[src/rtl/dma_pkg.sv]
// Constants and state type shared by the external device buffer and the DMA engine.
package dma_pkg;

  localparam int WORD_SIZE   = 16;
  localparam int CHUNK_WORDS = 4;
  localparam int NUM_CHUNKS  = 3;
  localparam int NUM_WORDS   = CHUNK_WORDS * NUM_CHUNKS;
  localparam int CHUNK_BITS  = CHUNK_WORDS * WORD_SIZE;
  localparam int OFFSET_W    = 2;
  localparam int WPTR_W      = $clog2(NUM_WORDS);

  typedef enum logic [1:0] {
    FILL = 2'd0,
    WAIT = 2'd1,
    REQ  = 2'd2,
    XFER = 2'd3
  } dev_state_t;

  // A zero trigger delay still needs a one-bit timer.
  function automatic int timer_width(input int delay);
    return (delay > 0) ? $clog2(delay + 1) : 1;
  endfunction

endpackage

[src/rtl/dev_chunk_buf.sv]
// Word-wide write, chunk-wide read register file; chunk indices past the end read as zero.
module dev_chunk_buf
  import dma_pkg::*;
(
  input  logic                  clk,
  input  logic                  rst_n,
  input  logic                  wr_en,
  input  logic [WPTR_W-1:0]     wr_addr,
  input  logic [WORD_SIZE-1:0]  wr_data,
  input  logic [OFFSET_W-1:0]   rd_chunk,
  output logic [CHUNK_BITS-1:0] rd_data
);

  logic [WORD_SIZE-1:0] mem_q [NUM_WORDS];

  always_ff @(posedge clk or negedge rst_n) begin
    if (!rst_n) begin
      for (int i = 0; i < NUM_WORDS; i++) mem_q[i] <= '0;
    end else if (wr_en && (int'(wr_addr) < NUM_WORDS)) begin
      mem_q[wr_addr] <= wr_data;
    end
  end

  always_comb begin
    rd_data = '0;
    for (int c = 0; c < NUM_CHUNKS; c++) begin
      if (int'(rd_chunk) == c) begin
        for (int w = 0; w < CHUNK_WORDS; w++) begin
          rd_data[w*WORD_SIZE +: WORD_SIZE] = mem_q[c*CHUNK_WORDS + w];
        end
      end
    end
  end

endmodule

[src/rtl/ext_device_buffer.sv]
// External device buffer: collects a block of words, interrupts the CPU after a delay,
// then serves the block to the DMA engine chunk by chunk until the DMA signals done.
//
//   state | meaning
//   FILL  | accepting producer words into the buffer
//   WAIT  | buffer full, trigger-delay timer counting down
//   REQ   | irq raised, waiting for the CPU acknowledge
//   XFER  | DMA reading chunks on edata, waiting for dma_done
module ext_device_buffer
  import dma_pkg::*;
#(
  parameter int TRIGGER_DELAY = 8
) (
  input  logic                  CLK,
  input  logic                  reset_n,
  input  logic                  load_valid,
  input  logic [WORD_SIZE-1:0]  load_data,
  output logic                  load_ready,
  output logic                  irq,
  input  logic                  irq_ack,
  input  logic [OFFSET_W-1:0]   offset,
  input  logic                  rd_en,
  output logic [CHUNK_BITS-1:0] edata,
  input  logic                  dma_done,
  output logic                  busy,
  output logic                  error
);

  localparam int                    TIMER_W    = timer_width(TRIGGER_DELAY);
  localparam logic [TIMER_W-1:0]    TIMER_INIT = TIMER_W'(TRIGGER_DELAY);
  localparam logic [WPTR_W-1:0]     WPTR_LAST  = WPTR_W'(NUM_WORDS - 1);
  localparam logic [NUM_CHUNKS-1:0] MASK_FULL  = '1;

  dev_state_t            state_q;
  logic [WPTR_W-1:0]     wptr_q;
  logic [TIMER_W-1:0]    timer_q;
  logic [NUM_CHUNKS-1:0] mask_q;
  logic [NUM_CHUNKS-1:0] mask_d;
  logic                  irq_q;
  logic                  load_ready_q;
  logic                  busy_q;
  logic                  error_q;
  logic                  ofs_ok;
  logic                  wr_en;
  logic [CHUNK_BITS-1:0] chunk_data;

  assign ofs_ok = int'(offset) < NUM_CHUNKS;
  assign wr_en  = (state_q == FILL) && load_valid;

  always_comb begin
    mask_d = mask_q;
    if (rd_en && ofs_ok) mask_d[offset] = 1'b1;
  end

  dev_chunk_buf u_buf (
    .clk      (CLK),
    .rst_n    (reset_n),
    .wr_en    (wr_en),
    .wr_addr  (wptr_q),
    .wr_data  (load_data),
    .rd_chunk (offset),
    .rd_data  (chunk_data)
  );

  always_ff @(posedge CLK or negedge reset_n) begin
    if (!reset_n) begin
      state_q      <= FILL;
      wptr_q       <= '0;
      timer_q      <= '0;
      mask_q       <= '0;
      irq_q        <= 1'b0;
      load_ready_q <= 1'b1;
      busy_q       <= 1'b0;
      error_q      <= 1'b0;
    end else begin
      case (state_q)
        FILL: begin
          if (dma_done) error_q <= 1'b1;
          if (load_valid) begin
            wptr_q <= wptr_q + WPTR_W'(1);
            if (wptr_q == WPTR_LAST) begin
              state_q      <= WAIT;
              timer_q      <= TIMER_INIT;
              load_ready_q <= 1'b0;
              busy_q       <= 1'b1;
            end
          end
        end
        WAIT: begin
          if (dma_done) error_q <= 1'b1;
          if (timer_q == '0) state_q <= REQ;
          else               timer_q <= timer_q - TIMER_W'(1);
        end
        REQ: begin
          if (dma_done) error_q <= 1'b1;
          // The acknowledge is only honoured once irq has been visible for a cycle.
          if (!irq_q) begin
            irq_q <= 1'b1;
          end else if (irq_ack) begin
            irq_q   <= 1'b0;
            state_q <= XFER;
          end
        end
        XFER: begin
          mask_q <= mask_d;
          if (rd_en && !ofs_ok) error_q <= 1'b1;
          if (dma_done) begin
            if (mask_d != MASK_FULL) error_q <= 1'b1;
            state_q      <= FILL;
            wptr_q       <= '0;
            mask_q       <= '0;
            load_ready_q <= 1'b1;
            busy_q       <= 1'b0;
          end
        end
        default: state_q <= FILL;
      endcase
    end
  end

  assign edata      = (state_q == XFER) ? chunk_data : '0;
  assign irq        = irq_q;
  assign load_ready = load_ready_q;
  assign busy       = busy_q;
  assign error      = error_q;

endmodule
[config.mk]
export PLATFORM = sky130hd
export DESIGN_NAME = ext_device_buffer
export DESIGN_NICKNAME = d
export VERILOG_FILES = /design/src/rtl/dma_pkg.sv /design/src/rtl/dev_chunk_buf.sv /design/src/rtl/ext_device_buffer.sv
export SDC_FILE = /design/constraint.sdc
export NUM_CORES = 1
export LEC_CHECK = 0
export ABC_CLOCK_PERIOD_IN_PS = 4500
export CORE_ASPECT_RATIO = 1.4
export CORE_UTILIZATION = 31
export CTS_CLUSTER_SIZE = 30
export DETAILED_ROUTE_END_ITERATION = 10
export PLACE_DENSITY = 0.49
export SKIP_CTS_REPAIR_TIMING = 1
export SLEW_MARGIN = 20
export SYNTH_ARGS = -nofsm -noshare
export SYNTH_HDL_FRONTEND = slang
export SYNTH_SLANG_ARGS = --single-unit
[constraint.sdc]
create_clock -name CLK -period 4.5 [get_ports CLK]
set_clock_uncertainty 0.1 [all_clocks]
set_input_delay 0.9 -clock CLK [delete_from_list [all_inputs] [get_ports CLK]]
set_output_delay 0.9 -clock CLK [all_outputs]
set_load 0.02 [all_outputs]
### Yosys cells after proc, flatten, opt, wreduce, memory -nomap -nowiden

Cells that the tools add are included.
Widths: inputs -> output; s select.

| word-level totals | value |
|---|---|
| bits in registers | 209 |
| output and inout port bits | 68 |

| cells by class | value |
|---|---|
| add/subtract/negate cells | 2 |
| $lt $le $gt $ge | 6 |
| equality and inequality tests | 15 |
| multiplexer cells | 39 |
| bitwise gates (word level) | 2 |
| reductions and logical operators | 17 |

Operator list:

| kind | count |
|---|---|
| $mux 64 | 4 |
| $bwmux 192 | 1 |
| $demux 16 s4 | 1 |
| $mux 4 | 5 |
| $mux 16 | 1 |
| $pmux 4 s2 | 2 |
| $mux 1 | 12 |
| $mux 2 | 6 |
| $ne 2x2->1 const B | 6 |
| $eq 2x2->1 const B | 4 |
| $pmux 2 s4 | 1 |
| $reduce_and 4->1 | 2 |
| $logic_and 1x1->1 | 6 |
| $mux 3 | 2 |
| $pmux 1 s2 | 3 |
| $reduce_and 6->1 | 1 |
| $ge 5x5->1 const B | 1 |
| $lt 5x1->1 const B | 1 |
| $not 4->5 | 1 |
| $add 4x1->4 const B | 1 |
| $eq 4x4->1 const B | 1 |
| $logic_not 2->1 | 2 |
| $logic_not 4->1 | 1 |
| $lt 4x4->1 const B | 1 |
| other kinds (13) | 15 |

### Longest topological paths before layout

Gate-level depths: netlist of run 1.

| depth | value |
|---|---|
| depth after elaboration | 10 |
| gate-level depth with buffers | 9 |

### By module

From an unflattened synthesis of run 1, not the netlist that was laid out.

| second synthesis, totals | value |
|---|---|
| cell total of the unflattened synthesis | 833 |
| area, all modules | 10,019.6 sq um |

Modules (own cells, without submodules):

| module | instances | cells an instance | area an instance (sq um) | seq. area each (sq um) |
|---|---|---|---|---|
| dev_chunk_buf | 1 | 649 | 8,540.7 | 4,804.6 |
| ext_device_buffer | 1 | 184 | 1,478.9 | 426.7 |

### Least setup slack after synthesis of run 1

OpenSTA, ideal clock, no wires.

| timing path | value |
|---|---|
| path type | in2out |
| start point | input port offset[0] |
| end point | output port edata[53] |
| arrival | 2.004 ns |
| setup slack | 1.496 ns |
| stages on the path | 6 |
| buffers on the path | 3 |
| cells stage by stage | buf_2 > buf_2 > buf_2 > mux2i_1 > o21ai_0 > and2_1 |

| between the ends | value |
|---|---|
| word-level cells in the longest chain between the ends | 5 |

RTL lines:

| item | line | source |
|---|---|---|
| start, declared | ext_device_buffer.sv:21 | `input logic [OFFSET_W-1:0] offset,` |
| $logic_not 2->1 | dev_chunk_buf.sv:27 | `if (int'(rd_chunk) == c) begin` |
| $mux 64 (2 in a row) | dev_chunk_buf.sv:27 |  |
| $mux 64 * | dev_chunk_buf.sv:27 |  |
| $mux 64 * | ext_device_buffer.sv:121 | `assign edata = (state_q == XFER) ? chunk_data : '0;` |
| end, declared | ext_device_buffer.sv:23 | `output logic [CHUNK_BITS-1:0] edata,` |

Every way passes the cells marked *; elsewhere a longest branch is shown, timed or not.

### Worst setup path after layout of run 1

| timing path | value |
|---|---|
| start point | input port offset[0] |
| end point | output port edata[3] |

Same word-level chain as after synthesis.

==> run summary, run 1 <==
Critical Path AT -> 2.90 ns
Syn Nets -> 870
number of global-route vias before repair -> 6913
Layout Nets -> 939
CTS Sinks -> 209
met2 Use GR -> 28.4%
Leakage -> 5.67 nW
Initial DRC Count -> 256
max_cap viols -> 0
CP Capture Type -> output pin
root buf cell -> clkbuf_16
Die X -> 155 um
CP max stage delay -> 0.60 ns
busiest layer in global routing -> met2
buffer depth of the longest clock path -> 3
Die Span Y -> 216 um
Max Freq -> 256 MHz
routed vias/inst -> 4.83
I/O pin count -> 92
most frequent CP cell -> buf_4
reg2reg end -> u_buf.mem_q[41]
Clock transition at path regs -> 0.06 ns
Ys Warns -> 0
Synth Area per Inst -> 12.1 um^2
M1 GR Usage -> 20.0%
Hold Vio Cnt, Final -> 0
initial antenna violation count -> 0
setup TNS -> 0 ns
number of distinct library cells after synthesis -> 48
Std-Cell Rows -> 77
Async S/R FF share, synth -> 100%
Worst Setup SP -> offset[0]
top cell type's share of synthesized area -> 51.4%
fin. max-slew vios -> 0
Final setup viols -> 0
Synth Instances -> 835
WL per Instance -> 18.9 um
#FFs+latches synth -> 209
Power Density -> 470 nW/um^2
share of cells above drive strength 1 -> 29.5%
r2r setup slk -> 1.60 ns
Hold Crit Class -> input pin to async pin
Post-synth EDFFs -> 0
critical path startpoint category -> input pin
sequential area share after synthesis -> 51.7%
WS Path Type -> input pin to output pin
largest net degree at the start of global routing -> 85
Slew headroom -> 52.4%
met3 usage -> 1.81%
dpl cells -> 1312
layout overhead on the synthesized area -> 21.3%
Placer Congestion -> 0.714
top_reg_cell synth -> dfrtp_1
most frequent cell after synthesis -> dfrtp_1
Critical Path RT -> 3.50 ns
post-route ant nets -> 0
port bufs -> 91
CTS tree -> yes
DR DRC count -> 0
slew at the pin closest to its max-slew limit -> 0.714 ns
CTS Buf Count -> 24
RSZ-0062 raised after global routing -> no
Post-synth top cells -> dfrtp_1, mux2_2, nand2_1
H-tree depth -> 1
core area -> 31900 um^2
Starting Density -> 31.7%
Max VDD drop -> 0.000229 V
period utilization -> 86.7%
via count -> 6543
non-filler cells, final -> 1356
slowest CP cell -> clkdlybuf4s50_1
hpwl dp -> 16.4 mm
minimum hold slack -> 0.268 ns
Routed WL -> 25.6 mm
Synth area leaders -> dfrtp_1, mux2_2, mux2i_1
Critical Path Sink -> edata[3]
R2R cell count -> 6
Yosys top cell by area -> dfrtp_1
GRT Residual Overflow -> 0
Synth Cell Area -> 10100 um^2
diodes inserted -> 0
CP max FO -> 27
Reg2Reg Launch Point -> state_q[0]
status -> complete, no violations
worst skew pair latency -> 0.53 ns
sequence of cells on the critical path -> buf_4 -> buf_4 -> mux2i_1 -> o21ai_0 -> and2_1 -> clkdlybuf4s50_1
global-route wire length before repair -> 41.1 mm
Tmin final -> 3.90 ns
Die ar. -> 33400 um^2
total track usage -> 15.9%
drt pass-1 iters -> 4
## final cells by class
type / count / area [um^2]
clock buffers: 32 / 692
clock inverters: 12 / 149
fillers: 3125 / 19600
inverters: 7 / 26.3
multi-input cells: 554 / 4550
flip-flops and latches: 209 / 5230
well taps: 434 / 543
repair buffers: 108 / 1080
## report_power, final
group | total, mW | internal, mW | switching, mW
clock network | 2.06 | 1.26 | 0.806
registers | 2.44 | 2.23 | 0.211
logic | 1.27 | 0.621 | 0.647
total | 5.77 | 4.11 | 1.66
## worst min-delay path by stage
stage / startpoint / endpoint / slack [ns]
finish: reset_n / u_buf.mem_q[139] / 0.27
global route: reset_n / u_buf.mem_q[139] / 0.33
CTS: reset_n / u_buf.mem_q[11] / 0.29
detailed placement: error / error / 0.37
global placement: error / error / 0.37
floorplan: u_buf.mem_q[151] / u_buf.mem_q[151] / 0.36
## registers in the layout, summed over array words and instances (netlist names)
register	flops
u_buf.mem_q	192
timer_q	4
wptr_q	4
mask_q	3
state_q	2
busy	1
error	1
irq	1
load_ready	1
## metrics by stage
step / util, % / cell area (um^2) / power [mW] / setup slack (ns)
3_5_place_dp: 35.9 / 11400 / 3.77 / 0.567
3_3_place_gp: 35.9 / 11400 / 3.76 / 0.557
4_1_cts: 38.5 / 12300 / 5.86 / 0.566
5_1_grt: 38.5 / 12300 / 6.10 / 0.525
2_1_floorplan: - / 10100 / 3.33 / 1.50
6_report: 38.5 / 12300 / 5.77 / 0.596
## layout by cell type (no fill, tap or decap), types with 5 or more instances in the layout
master	n
clkdlybuf4s50_1	88
inv_1	7
ha_1	10
nor2_1	6
buf_4	14
dfrtp_1	208
mux2i_1	67
o21ai_0	72
and2_1	64
clkinv_2	5
nand2_1	80
a21oi_1	8
clkbuf_8	5
mux2_2	193
clkbuf_16	25
## worst max-delay path: cells and delay by family
family	cells	cell delay, ns
buf+inv	3	1.42
compound gates	1	0.24
mux	1	0.12
simple gates	1	0.18
## metal layers
| layer | routed length, um | vias up | part of all wire [%] |
|---|---|---|---|
| li1 | - | 3033 | - |
| met1 | 11000 | 3370 | 43 |
| met2 | 13300 | 110 | 52 |
| met3 | 740 | 30 | 2.9 |
| met4 | 529 | 0 | 2.1 |
| met5 | 0 | - | 0 |
## kinds of logic after synthesis
family,share of synthesized area [%]
mux,28.2
xor+xnor,0.0865
buf+inv,3.44
compound gates,5.15
flops,51.7
simple gates,10.1
fa+ha+maj,1.36
No activity file was read; power rests on OpenSTA's default activity.
==> run 2, diff against run 1 <==
--- a/config.mk
+++ b/config.mk
@@ -5,12 +5,12 @@
 export SDC_FILE = /design/constraint.sdc
 export NUM_CORES = 1
 export LEC_CHECK = 0
-export ABC_CLOCK_PERIOD_IN_PS = 4500
+export ABC_CLOCK_PERIOD_IN_PS = 4620
 export CORE_ASPECT_RATIO = 1.4
 export CORE_UTILIZATION = 31
-export CTS_CLUSTER_SIZE = 30
 export DETAILED_ROUTE_END_ITERATION = 10
 export PLACE_DENSITY = 0.49
+export REMOVE_ABC_BUFFERS = 1
 export SKIP_CTS_REPAIR_TIMING = 1
 export SLEW_MARGIN = 20
 export SYNTH_ARGS = -nofsm -noshare
==> constraint.sdc (replaced) <==
create_clock -name CLK -period 4.62 [get_ports CLK]
set_clock_uncertainty 0.1 [all_clocks]
set_input_delay 0.924 -clock CLK [delete_from_list [all_inputs] [get_ports CLK]]
set_output_delay 0.924 -clock CLK [all_outputs]
set_load 0.02 [all_outputs]
==> run 2 against run 1 <==
Cell count is 0.29% lower. Setup slack better by 0.13 ns. Flip-flop and latch count stayed put. Total power is 3.2% lower. Cell area is 0.19% lower. Non-clock buffer count is 1 lower. Routed wire length hardly changed. First-iteration DRC count is 13% lower.
==> run summary, run 2 (synthesis gave the netlist of run 1 again) <==
status -> complete, no violations
CP max stage delay -> 0.60 ns (about the same)
slowest CP cell -> clkdlybuf4s50_1
fillcell total -> 3133 (+0.26%)
number of global-route vias before repair -> 6775 (-2.0%)
area of the multi-input gates -> 4550 um^2 (unchanged)
post-route ant nets -> 0 (unchanged)
Die ar. -> 33400 um^2 (unchanged)
CTS tree -> yes
max_cap viols -> 0 (unchanged)
Die Span Y -> 216 um (unchanged)
CP delay by family, top -> buffers and inverters
Routed WL -> 25.6 mm (about the same)
register area -> 5230 um^2 (unchanged)
drt pass-1 iters -> 4 (unchanged)
diodes inserted -> 0 (unchanged)
Layout Nets -> 937 (-0.21%)
Initial DRC Count -> 223 (-13%)
sequence of cells on the critical path -> buf_4 -> buf_4 -> mux2i_1 -> o21ai_0 -> and2_1 -> clkdlybuf4s50_1
Leakage -> 5.67 nW (-0.10%)
core area -> 31900 um^2 (unchanged)
H-tree depth -> 1 (unchanged)
via count -> 6544 (+0.015%)
CTS Sinks -> 209 (unchanged)
Worst Setup SP -> offset[0]
Placer Congestion -> 0.699 (-2.1%)
WS Path Type -> input pin to output pin
Critical Path RT -> 3.60 ns (+0.10 ns)
Final setup viols -> 0 (unchanged)
global-route wire length before repair -> 40.6 mm (-1.1%)
Critical Path AT -> 2.87 ns (-0.03 ns)
critical path startpoint category -> input pin
I/O pin count -> 92 (unchanged)
initial antenna violation count -> 1 (+1)
period utilization -> 84.4%
port bufs -> 91 (unchanged)
Tmin final -> 3.90 ns
Hold Crit Class -> input pin to async pin
final instance area -> 12300 um^2 (-0.19%)
Starting Density -> 31.7% (unchanged)
setup TNS -> 0 ns (unchanged)
Clock transition at path regs -> 0.06 ns (about the same)
largest net degree at the start of global routing -> 83 (-2.4%)
Reg2Reg Launch Point -> state_q[0]
total track usage -> 15.7% (-0.21 points)
slew at the pin closest to its max-slew limit -> 0.793 ns (+0.0795 ns)
final core utilization -> 38.4% (-0.074 points)
fin. max-slew vios -> 0 (unchanged)
most frequent CP cell -> buf_4
Largest register FFs -> 192 (unchanged)
buffer depth of the longest clock path -> 3 (unchanged)
Area after DPL -> 11400 um^2 (about the same)
largest reg by FF count -> u_buf.mem_q
CP Capture Type -> output pin
most frequent cells in the layout -> dfrtp_1, mux2_2, clkdlybuf4s50_1
layout overhead on the synthesized area -> 21.1%
Max Freq -> 257 MHz
Slew headroom -> 47.0% (-5.4 points)
hpwl dp -> 15.6 mm (-5.0%)
worst skew pair latency -> 0.50 ns (-0.03 ns)
DR DRC count -> 0 (unchanged)
share of cells above drive strength 1 -> 29.2% (-0.31 points)
total chip power -> 5.59 mW (-3.2%)
Power Density -> 456 nW/um^2 (-3.0%)
root buf cell -> clkbuf_16
CTS Buf Count -> 23 (-4.2%)
Max VDD drop -> 0.000205 V (-10%)
RSZ-0062 raised after global routing -> no
Die X -> 155 um (unchanged)
WL per Instance -> 18.9 um (+0.31%)
Hold Vio Cnt, Final -> 0 (unchanged)
top flop regs -> u_buf.mem_q: 192 flops, timer_q: 4 flops, wptr_q: 4 flops
GRT Residual Overflow -> 0 (unchanged)
CP max FO -> 24 (-11%)
commonest non-fill, non-tap cell in the layout -> dfrtp_1
buffers plus inverters on the worst setup path -> 3 (unchanged)
routed vias/inst -> 4.84 (+0.31%)
Std-Cell Rows -> 77 (unchanged)
==> run 2: cell types whose count changed in the layout (fill, tap and decap cells not counted) <==
cell | previous run | this run
inv_8 | 1 | 0
buf_4 | 14 | 13
clkinvlp_4 | 3 | 1
bufinv_16 | 3 | 5
clkbuf_16 | 25 | 23
==> run 2: final cells by class <==
cell class	count	area share [%]
flip-flops and latches	209	42.7
multi-input cells	554	37.2
repair buffers	107	8.79
clock buffers	30	5.24
well taps	434	4.43
clock inverters	11	1.49
inverters	7	0.214
==> run 2: path summary, 6_finish.rpt <==
kind,to,slack (ns),cells after the start
worst min-delay path,u_buf.mem_q[51],0.31,1
min in group CLK,error,0.39,1
worst max register to register,u_buf.mem_q[135],1.78,6
max in group asynchronous,load_ready,3.19,2
worst max-delay path,edata[32],0.72,6
worst min register to register,error,0.39,1
==> run 2: report_power, final <==
part	internal, mW	switching [mW]	total, mW
registers	2.17	0.202	2.37
clock network	1.25	0.729	1.98
logic	0.598	0.631	1.23
==> run 2: per-stage QoR <==
stage,setup WS (ns),hold slack (ns),instances
after global routing,0.583,0.353,1352
final,0.722,0.312,1352
after detailed placement,0.663,0.375,1311
after global placement,0.653,0.372,1311
after CTS,0.662,0.336,1352
after floorplan,0.129,0.357,770
==> run 2: layer usage <==
layer  vias up  GRT usage, %  wire (um)  part of all wire, %
met1      3395          20.6      11600                   45
met2        80          27.5      12800                   50
met3        30          2.01        773                  3.0
li1       3037             -          -                    -
met4         2          3.63        412                  1.6
met5         -             0         11                0.043
==> run 3, diff against run 2 <==
--- a/config.mk
+++ b/config.mk
@@ -5,7 +5,7 @@
 export SDC_FILE = /design/constraint.sdc
 export NUM_CORES = 1
 export LEC_CHECK = 0
-export ABC_CLOCK_PERIOD_IN_PS = 4620
+export ABC_CLOCK_PERIOD_IN_PS = 3600
 export CORE_ASPECT_RATIO = 1.4
 export CORE_UTILIZATION = 31
 export DETAILED_ROUTE_END_ITERATION = 10
==> constraint.sdc (replaced) <==
create_clock -name CLK -period 3.6 [get_ports CLK]
set_clock_uncertainty 0.1 [all_clocks]
set_input_delay 0.72 -clock CLK [delete_from_list [all_inputs] [get_ports CLK]]
set_output_delay 0.72 -clock CLK [all_outputs]
set_load 0.02 [all_outputs]
==> run 3 against run 2 <==
Cell area up 1.2%. Combinational power up 33%. Clock power up 22%. Non-clock buffer count up 14. Critical endpoint is now edata[43].
==> run summary, run 3 (synthesis gave the netlist of run 1 again) <==
status -> complete, no violations
WL per Instance -> 18.9 um (-0.29%)
Critical Path RT -> 2.78 ns (-0.82 ns)
Hold Crit Class -> input pin to async pin
share of cells above drive strength 1 -> 30.0% (+0.85 points)
critical path startpoint category -> input pin
CTS tree -> yes
hpwl dp -> 16.2 mm (+4.3%)
DR DRC count -> 0 (unchanged)
CTS Buf Count -> 23 (unchanged)
worst skew pair latency -> 0.50 ns (about the same)
max_cap viols -> 0 (unchanged)
number of global-route vias before repair -> 6822 (+0.69%)
total track usage -> 15.8% (+0.026 points)
Leakage -> 5.75 nW (+1.4%)
root buf cell -> clkbuf_16
CP max FO -> 25 (+4.2%)
total chip power -> 7.09 mW (+27%)
Starting Density -> 31.7% (unchanged)
dpl cells -> 1325 (+1.1%)
fillcell total -> 3126 (-0.22%)
area of the multi-input gates -> 4550 um^2 (unchanged)
Hold Vio Cnt, Final -> 0 (unchanged)
drt pass-1 iters -> 4 (unchanged)
Initial DRC Count -> 192 (-14%)
top flop regs -> u_buf.mem_q: 192 flops, timer_q: 4 flops, wptr_q: 4 flops
minimum hold slack -> 0.132 ns (-0.179 ns)
Die ar. -> 33400 um^2 (unchanged)
CP Capture Type -> output pin
diodes inserted -> 0 (unchanged)
Die Span Y -> 216 um (unchanged)
initial antenna violation count -> 0 (-1)
Final setup viols -> 0 (unchanged)
buffer depth of the longest clock path -> 3 (unchanged)
Slew headroom -> 58.2% (+11 points)
Tmin final -> 3.30 ns
setup TNS -> 0 ns (unchanged)
CTS Sinks -> 209 (unchanged)
Clock transition at path regs -> 0.06 ns (about the same)
H-tree depth -> 1 (unchanged)
Routed WL -> 25.8 mm (+0.74%)
Placer Congestion -> 0.719 (+2.8%)
Max VDD drop -> 0.000360 V (+76%)
I/O pin count -> 92 (unchanged)
Layout Nets -> 951 (+1.5%)
register area -> 5230 um^2 (unchanged)
Critical Path AT -> 2.48 ns (-0.39 ns)
global-route wire length before repair -> 40.6 mm (about the same)
via count -> 6492 (-0.79%)
port bufs -> 91 (unchanged)
post-route ant nets -> 0 (unchanged)
WS Path Type -> input pin to output pin
commonest non-fill, non-tap cell in the layout -> dfrtp_1
Std-Cell Rows -> 77 (unchanged)
slew at the pin closest to its max-slew limit -> 0.627 ns (-0.166 ns)
non-filler cells, final -> 1366 (+1.0%)
core area -> 31900 um^2 (unchanged)
largest reg by FF count -> u_buf.mem_q
routed vias/inst -> 4.75 (-1.8%)
GRT Residual Overflow -> 0 (unchanged)
period utilization -> 91.8%
largest net degree at the start of global routing -> 72 (-13%)
Max Freq -> 303 MHz
Largest register FFs -> 192 (unchanged)
RSZ-0062 raised after global routing -> no
final core utilization -> 38.9% (+0.47 points)
most frequent cells in the layout -> dfrtp_1, mux2_2, clkdlybuf4s50_1
Die X -> 155 um (unchanged)
Power Density -> 572 nW/um^2 (+25%)
layout overhead on the synthesized area -> 22.6%
fin. max-slew vios -> 0 (unchanged)
## run 3: final cells by class
type | count | share of cell area [%]
clock buffers | 36 | 5.68
clock inverters | 5 | 0.635
inverters | 7 | 0.212
multi-input cells | 554 | 36.7
flip-flops and latches | 209 | 42.2
well taps | 434 | 4.38
repair buffers | 121 | 10.2
## run 3: routing by layer
metal	track usage, %	wire [um]	vias up
li1	-	-	3052
met1	20.8	11900	3328
met2	27.5	12800	90
met3	1.89	735	22
met4	3.43	325	0
met5	0	0	-
## run 3: worst paths after layout
check                            startpoint               end  slack [ns]  cells after the start
setup / recovery                  offset[0]         edata[43]        0.30                      6
hold / removal                      reset_n   u_buf.mem_q[25]        0.13                      1
setup reg to reg                 state_q[0]  u_buf.mem_q[132]        1.29                      7
hold reg to reg            u_buf.mem_q[151]  u_buf.mem_q[151]        0.39                      1
max in group asynchronous           reset_n    u_buf.mem_q[7]        2.39                      2
min in group CLK           u_buf.mem_q[151]  u_buf.mem_q[151]        0.39                      1
## run 3: report_power, final
group	internal [mW]	switching, mW
Sequential	2.79	0.257
Clock	1.48	0.943
Combinational	0.798	0.828
Total	5.07	2.03
## run 3: critical path, stage by stage
cell             delay, ns
buf_4                 0.27
buf_12                0.26
mux2i_1               0.10
o21ai_0               0.32
and2_1                0.18
clkdlybuf4s50_1       0.60
## run 3: per-stage QoR
| stage | setup WS, ns | area [um^2] |
|---|---|---|
| finish | 0.296 | 12400 |
| global route | 0.256 | 12400 |
| CTS | 0.252 | 12400 |
| detailed placement | 0.258 | 11600 |
| global placement | 0.245 | 11600 |
| floorplan | -0.483 | 9800 |
